**config.mk**
```make
export PLATFORM = sky130hd
export DESIGN_NAME = popcount_seq_flat
export DESIGN_NICKNAME = d
export VERILOG_FILES = /design/src/rtl/popcount_seq_if.sv /design/src/rtl/popcount_seq.sv /design/src/flat_wrapper.sv
export SDC_FILE = /design/constraint.sdc
export NUM_CORES = 1
export LEC_CHECK = 0
export CORE_MARGIN = 2
export CORE_UTILIZATION = 54
export CTS_BUF_LIST = sky130_fd_sc_hd__clkbuf_8
export DETAILED_ROUTE_END_ITERATION = 10
export HOLD_SLACK_MARGIN = 0.08
export PLACE_DENSITY_LB_ADDON = 0.2
export SYNTH_ARGS = -nofsm -noshare
export SYNTH_HDL_FRONTEND = slang
export SYNTH_SLANG_ARGS = --single-unit
```
**constraint.sdc**
```tcl
create_clock -name i_clk -period 3 [get_ports i_clk]
set_clock_uncertainty 0.1 [all_clocks]
set_input_delay 0.75 -clock i_clk [delete_from_list [all_inputs] [get_ports i_clk]]
set_output_delay 0.75 -clock i_clk [all_outputs]
set_load 0.02 [all_outputs]
```
**src/rtl/popcount_seq_if.sv**
```systemverilog
// Handshake/data bundle for popcount_seq: request side (valid, mode, data,
// abort) driven by the master, status/result side driven by the engine.
interface popcount_seq_if #(
  parameter int DATA_W = 16,
  parameter int SUM_W  = $clog2(DATA_W + 1)
);
  logic              i_valid;
  logic [1:0]        i_mode;
  logic [DATA_W-1:0] i_data;
  logic              i_abort;
  logic              o_ready;
  logic              o_busy;
  logic              o_done;
  logic [SUM_W-1:0]  o_sum;

  modport master (
    output i_valid, i_mode, i_data, i_abort,
    input  o_ready, o_busy, o_done, o_sum
  );

  modport slave (
    input  i_valid, i_mode, i_data, i_abort,
    output o_ready, o_busy, o_done, o_sum
  );
endinterface

```
**src/rtl/popcount_seq.sv**
```systemverilog
// Sequential bit-statistics engine: scans one bit per clock and returns the
// ones count, zeros count, leading-zero count or trailing-zero count of a
// captured DATA_W-bit word. Variable latency, minimal datapath.
module popcount_seq #(
  parameter int DATA_W = 16
) (
  input  logic           i_clk,
  input  logic           i_rst_n,
  popcount_seq_if.slave  bus
);

  localparam int SUM_W = $clog2(DATA_W + 1);
  localparam int IDX_W = $clog2(DATA_W);

  typedef enum logic [1:0] {
    S_IDLE = 2'd0,
    S_RUN  = 2'd1,
    S_DONE = 2'd2
  } state_t;

  state_t              state_q, state_d;
  logic [DATA_W-1:0]   shreg_q, shreg_d;
  logic [1:0]          mode_q,  mode_d;
  logic [SUM_W-1:0]    acc_q,   acc_d;
  logic [IDX_W-1:0]    idx_q,   idx_d;
  logic [SUM_W-1:0]    sum_q,   sum_d;

  logic                bit_b;
  logic                inc;
  logic [DATA_W-1:0]   shreg_shift;
  logic [SUM_W-1:0]    acc_inc;
  logic                scan_end;

  // Per-cycle scan datapath: examined bit, increment, shifted word, end test.
  always_comb begin
    bit_b       = (mode_q == 2'd3) ? shreg_q[0] : shreg_q[DATA_W-1];
    inc         = (mode_q == 2'd0) ? bit_b : ~bit_b;
    shreg_shift = (mode_q == 2'd3) ? {1'b0, shreg_q[DATA_W-1:1]}
                                   : {shreg_q[DATA_W-2:0], 1'b0};
    acc_inc     = acc_q + SUM_W'(inc);
    scan_end    = (idx_q == IDX_W'(DATA_W - 1))
               || ((mode_q == 2'd0) && (shreg_shift == '0))
               || (mode_q[1] && bit_b);
  end

  // Next-state and datapath-load decisions; abort overrides scan completion.
  always_comb begin
    state_d = state_q;
    shreg_d = shreg_q;
    mode_d  = mode_q;
    acc_d   = acc_q;
    idx_d   = idx_q;
    sum_d   = sum_q;
    case (state_q)
      S_IDLE: begin
        if (bus.i_valid) begin
          state_d = S_RUN;
          shreg_d = bus.i_data;
          mode_d  = bus.i_mode;
          acc_d   = '0;
          idx_d   = '0;
        end
      end
      S_RUN: begin
        if (bus.i_abort) begin
          state_d = S_IDLE;
        end else begin
          shreg_d = shreg_shift;
          acc_d   = acc_inc;
          idx_d   = idx_q + IDX_W'(1);
          if (scan_end) begin
            state_d = S_DONE;
            sum_d   = acc_inc;
          end
        end
      end
      S_DONE:  state_d = S_IDLE;
      default: state_d = S_IDLE;
    endcase
  end

  // State and datapath registers, asynchronously cleared.
  always_ff @(posedge i_clk or negedge i_rst_n) begin
    if (!i_rst_n) begin
      state_q <= S_IDLE;
      shreg_q <= '0;
      mode_q  <= '0;
      acc_q   <= '0;
      idx_q   <= '0;
      sum_q   <= '0;
    end else begin
      state_q <= state_d;
      shreg_q <= shreg_d;
      mode_q  <= mode_d;
      acc_q   <= acc_d;
      idx_q   <= idx_d;
      sum_q   <= sum_d;
    end
  end

  // Status outputs decode straight from the state register.
  assign bus.o_ready = (state_q == S_IDLE);
  assign bus.o_busy  = (state_q == S_RUN);
  assign bus.o_done  = (state_q == S_DONE);
  assign bus.o_sum   = sum_q;

endmodule

```
**src/flat_wrapper.sv**
```systemverilog
// flat-port wrapper written by rule: the top's interface ports become plain ports
module popcount_seq_flat 
#(
  parameter int DATA_W = 16
)
  (i_clk, i_rst_n, bus_i_valid, bus_i_mode, bus_i_data, bus_i_abort, bus_o_ready, bus_o_busy, bus_o_done, bus_o_sum);
  popcount_seq_if #(.DATA_W(DATA_W)) bus_i ();
  input  logic i_clk;
  input  logic i_rst_n;
  input wire logic [$bits(bus_i.i_valid)-1:0] bus_i_valid;
  input wire logic [$bits(bus_i.i_mode)-1:0] bus_i_mode;
  input wire logic [$bits(bus_i.i_data)-1:0] bus_i_data;
  input wire logic [$bits(bus_i.i_abort)-1:0] bus_i_abort;
  output wire logic [$bits(bus_i.o_ready)-1:0] bus_o_ready;
  output wire logic [$bits(bus_i.o_busy)-1:0] bus_o_busy;
  output wire logic [$bits(bus_i.o_done)-1:0] bus_o_done;
  output wire logic [$bits(bus_i.o_sum)-1:0] bus_o_sum;
  assign bus_i.i_valid = bus_i_valid;
  assign bus_i.i_mode = bus_i_mode;
  assign bus_i.i_data = bus_i_data;
  assign bus_i.i_abort = bus_i_abort;
  assign bus_o_ready = bus_i.o_ready;
  assign bus_o_busy = bus_i.o_busy;
  assign bus_o_done = bus_i.o_done;
  assign bus_o_sum = bus_i.o_sum;
  popcount_seq #(.DATA_W(DATA_W)) u_core (.i_clk(i_clk), .i_rst_n(i_rst_n), .bus(bus_i));
endmodule
```
**After elaboration in Yosys (flattened, before gate mapping)**

Index checks and enable logic that the tools add are counted.

- Multiplexer cells: 16
- Reductions and logical operators: 12
- Bitwise operators: 2
- Equal/unequal tests: 7
- $add $sub $neg: 2

Operators with widths:

| kind | count |
|---|---|
| $mux W16 | 3 |
| $pmux W16 S2 | 1 |
| $logic_not A16 Y1 | 1 |
| $mux W5 | 2 |
| $pmux W5 S2 | 1 |
| $mux W4 | 2 |
| $pmux W4 S2 | 1 |
| $mux W2 | 3 |
| $reduce_and A3 Y1 | 2 |
| $add A5 B1 Y5 | 1 |
| $add A4 B1 Y4 const B | 1 |
| $eq A2 B2 Y1 const B | 2 |
| $eq A4 B4 Y1 const B | 1 |
| $logic_not A2 Y1 | 2 |
| $ne A2 B2 Y1 const B | 2 |
| $pmux W2 S2 | 1 |
| $reduce_and A2 Y1 | 2 |
| $ne A3 B2 Y1 const B | 1 |
| $eq A2 B1 Y1 const B | 1 |
| $logic_and A1 B1 Y1 | 2 |
| $logic_or A1 B1 Y1 | 2 |
| $mux W1 | 2 |
| $not A1 Y1 | 2 |
| $reduce_bool A2 Y1 | 1 |

- Word-level logic and storage cells: 45
- Output and inout bits: 8
- Flip-flop bits (word level): 34
- Input port bits: 22

**Logic depth before layout (Yosys ltp)**

- Word-level depth: 9
- Depth in mapped cells: 9
- Depth with buffers taken out: 8

**Least setup slack after synthesis**

Ideal clock, no wire load.

- Path type: reg-to-reg
- Start: reg u_core.mode_q[0]
- End: reg u_core.sum_q[4], in the netlist u_core.bus.o_sum[4]
- Required time: 2.775 ns
- Setup time: 0.125 ns
- Buffers on the path: 1
- Arrival time: 1.868 ns
- Clock period less this slack: 2.092 ns
- Cell stages (with the launch flop): 10
- Setup slack: 0.908 ns
- Cells stage by stage: dfrtp_1 clkbuf_1 xor2_1 nor2_1 a21oi_1 ha_1 ha_1 nand3_1 xnor2_1 mux2_2

- Cells in the longest elaborated chain, start to end: 7
- Elaborated cells between the ends (all ways): 13
- Those cells by class: add/sub (1); eq/ne (1); mux (3); bitwise (1); reduce/logical (7)

Ends and longest elaborated chain:

| what | RTL line | RTL |
|---|---|---|
| from (decl) | popcount_seq.sv:23 | `logic [1:0] mode_q, mode_d;` |
| from (signal assigned) | popcount_seq.sv:94 | `mode_q <= mode_d;` |
| parallel branches: the longest is 7 deep, another holds $add A5 B1 Y5 | - |  |
| to (signal assigned) | popcount_seq.sv:97 | `sum_q <= sum_d;` |
| to (decl) | popcount_seq.sv:26 | `logic [SUM_W-1:0] sum_q, sum_d;` |

Parallel ways; which one is timed is not known.
A chain may end at the register's enable or synchronous reset.

**Final worst setup path**

- Start: in bus_i_abort
- End: reg u_core.shreg_q[14]

- Cells in the longest elaborated chain, start to end: 2

Ends and longest elaborated chain:

| what | RTL line | RTL |
|---|---|---|
| from (decl) | flat_wrapper.sv:13 | `input wire logic [$bits(bus_i.i_abort)-1:0] bus_i_abort;` |
| $ne A2 B2 Y1 (no line) | - |  |
| $reduce_and A3 Y1 (no line) | - |  |
| to (signal assigned) | popcount_seq.sv:93 | `shreg_q <= shreg_d;` |
| to (decl) | popcount_seq.sv:22 | `logic [DATA_W-1:0] shreg_q, shreg_d;` |

No other way between the ends.

==> flow_metrics.env <==
export IMPL_r2r_end="u_core.bus.o_sum[4]"
export IMPL_peakVddDrop_v=0.000514
export IMPL_seq_area_frac_synth=0.488
export IMPL_synth_edf_count=0
export IMPL_ios=30
export IMPL_insertion_delay_ns=0.28
export IMPL_max_cap_violations=0
export IMPL_cts_sinks=34
export IMPL_criticalPathCategory="in -> reg"
export IMPL_worstSetupEndpointType="flip-flop"
export IMPL_area_delta_synth_final_pct=27.5
export IMPL_die_w_um=60.8
export IMPL_fin_setup_tns_ns=0
export IMPL_ant_nets=0
export IMPL_cp_max_fo=33
export IMPL_routed_wl_mm=4.03
export IMPL_ys_seq_elements=34
export IMPL_path_clk_slew_ns=0.07
export IMPL_firstDrtPassIters=4
export IMPL_track_usage=0.246
export IMPL_cts_root_buffer="clkbuf_8"
export IMPL_worstPathCellList="clkdlybuf4s50_1 -> nor3b_4 -> nor2_2 -> a311oi_1 -> a21o_1"
export IMPL_timing_rr_start="u_core.mode_q[0]"
export IMPL_antenna_found_initial=0
export IMPL_required_ns=3.07
export IMPL_die_area_um2=3700
export IMPL_rsz0062_at_grt="no"
export IMPL_layout_common_cells="dfrtp_1 (34), clkdlybuf4s50_1 (29), nand2_1 (26)"
export IMPL_nFillCells=236
export IMPL_synth_warnings=0
export IMPL_crit_path_end="u_core.shreg_q[14]"
export IMPL_hold_buffers=0
export IMPL_drt_initial_drc_count=82
export IMPL_layout_commonest_cell="dfrtp_1"
export IMPL_htree_levels=2
export IMPL_ys_flop_type="dfrtp_1"
export IMPL_critPathBufInv=1
export IMPL_gp_congestion=0.799
export IMPL_reg2reg_depth=7
export IMPL_cts_buffers=5
export IMPL_power_density_nw_per_um2=1010
export IMPL_cts_tree="done"
export IMPL_cp_num_cells=5
export IMPL_routedWlPerCell_um=15.9
export IMPL_grt_max_degree=35
export IMPL_synth_cells=178
export IMPL_layout_nets=233
export IMPL_relSlewSlack=0.200
export IMPL_drv_slew=0
export IMPL_postSynth_asyncResetShare=1.00
export IMPL_hold_viol=0
export IMPL_leakage_nw=1.03
export IMPL_clockBufferDepth=2
export IMPL_startpoint_type="input port"
export IMPL_num_rows=20
export IMPL_placed_cell_area_um2=2080
export IMPL_netlist_area_leader_share=0.488
export IMPL_postCtsSetupBuffers=0
export IMPL_viasPerCell=6.09
export IMPL_drc=0
export IMPL_initial_utilization=0.571
export IMPL_syn_avg_cell_area_um2=9.80
export IMPL_syn_area_um2=1740
export IMPL_setup_viol=0
export IMPL_status="finished, final reports clean"
export IMPL_rrSetupSlack_ns=0.59
export IMPL_die_h_um=60.8
export IMPL_arrival_ns=2.67
export IMPL_core_um2=3050
export IMPL_drive_gt1_frac=0.100
export IMPL_hpwlAfterDp_mm=2.75
export IMPL_hp_class="reg -> reg"
export IMPL_vias=1540
export IMPL_max_freq_mhz=384
export IMPL_cp_top_family="simple AND/OR/NAND/NOR gates"
export IMPL_power_w=0.00224
export IMPL_grt_pass1_vias=1531
export IMPL_slowest_delay_ns=0.93
export IMPL_num_antenna_cells=0
export IMPL_max_slew_worst_pin_slew_ns=1.20
export IMPL_ys_types=31
export IMPL_portBuffers=29
export IMPL_finalCriticalPeriod_ns=2.60
export IMPL_yosys_top_cells_area="dfrtp_1 (49%), nand2_1 (5.6%), a311oi_1 (4.0%)"
export IMPL_min_period_over_period=0.867
export IMPL_worstSetupStartpoint="bus_i_abort"
export IMPL_grt_pass1_wl_mm=6.80
export IMPL_fin_area_um2=2220
export IMPL_worst_path_max_delay_cell="nor2_2"
export IMPL_synth_top_area_cell="dfrtp_1"
export IMPL_syn_nets=203
export IMPL_cts_resized=0
export IMPL_grt_overflow=0
==> cell type report <==
cell class | count | area, um^2 | area share
inverter | 1 | 3.75 | 0.00169
clock inverter | 2 | 60.1 | 0.0270
timing repair buffer | 33 | 320 | 0.144
sequential | 34 | 851 | 0.382
clock buffer | 6 | 82.6 | 0.0371
multi-input combinational | 133 | 852 | 0.383
tap | 44 | 55.1 | 0.0247
==> per-stage QoR <==
step / hold slack, ns / utilization / std cells / worst slack [ns]
after floorplan: 0.354 / - / 178 / 0.908
after global placement: 0.372 / 0.682 / 245 / 0.257
after detailed placement: 0.400 / 0.682 / 245 / 0.143
after CTS: 0.424 / 0.729 / 253 / 0.395
after global routing: 0.443 / 0.729 / 253 / 0.191
final: 0.417 / 0.729 / 253 / 0.399
==> flip-flops by register name, summed over array words and instances (netlist names) <==
signal	count
u_core.acc_q	5
u_core.bus.o_sum	5
u_core.idx_q	4
u_core.mode_q	2
u_core.shreg_q	16
u_core.state_q	2
==> worst register-to-register path, cell delays in order (launching register included) <==
cell     delay (ns)
dfrtp_1        0.66
mux2_2         0.42
a21oi_1        0.16
ha_1           0.18
ha_1           0.23
nand3_1        0.12
xnor2_1        0.16
mux2_2         0.27
==> metal layers <==
| layer | wire [um] | GRT usage | share of wire | vias to the layer above |
|---|---|---|---|---|
| li1 | - | - | - | 707 |
| met1 | 1630 | 0.293 | 0.40 | 769 |
| met2 | 2140 | 0.435 | 0.53 | 57 |
| met3 | 197 | 0.0426 | 0.049 | 7 |
| met4 | 68 | 0.106 | 0.017 | 0 |
| met5 | 0 | 0 | 0 | - |
==> cells in the mapped netlist, types with 2 or more instances <==
cell type,count
xor2_1,3
o21ai_0,13
mux2i_1,6
a22o_1,3
a311oi_1,8
dfrtp_1,34
buf_2,2
nand2b_1,2
nor2_1,16
nand2_1,26
ha_1,3
nand3_1,13
a31oi_1,2
a21o_1,8
nand4_1,3
nor4_1,3
xnor2_1,2
a22oi_1,6
clkbuf_1,6
mux2_2,6
nand3b_1,2
buf_1,2
==> worst min-delay path by stage <==
stage | from | endpoint | slack [ns] | depth (start not counted)
2_1_floorplan | i_rst_n | u_core.acc_q[0] | 0.35 | 0
3_3_place_gp | u_core.acc_q[0] | u_core.acc_q[0] | 0.37 | 2
3_5_place_dp | u_core.bus.o_sum[2] | u_core.bus.o_sum[2] | 0.40 | 1
4_1_cts | u_core.bus.o_sum[1] | u_core.bus.o_sum[1] | 0.42 | 1
5_1_grt | u_core.bus.o_sum[1] | u_core.bus.o_sum[1] | 0.44 | 1
6_report | u_core.bus.o_sum[4] | u_core.bus.o_sum[4] | 0.42 | 1
==> power breakdown <==
group,leakage [nW],total (W),switching [W],internal [W]
clock network,0.0714,0.000518,0.000164,0.000354
logic,0.525,0.000857,0.000469,0.000388
registers,0.436,0.000861,0.000232,0.000629
total,1.03,0.00224,0.000865,0.00137
==> kinds of logic (layout without fill, tap and decap cells) <==
| kind of cell | after synthesis | after routing | synth area share |
|---|---|---|---|
| and+or+nand+nor | 70 | 70 | 0.192 |
| AOI/OAI and AO/OA | 43 | 43 | 0.175 |
| adders and majority gates | 3 | 3 | 0.0215 |
| buffers and inverters | 11 | 42 | 0.0251 |
| muxes | 12 | 12 | 0.0732 |
| xor gates and xnor gates | 5 | 5 | 0.0251 |
| DFF | 34 | 34 | 0.488 |
No activity file was read; power rests on OpenSTA's default activity.
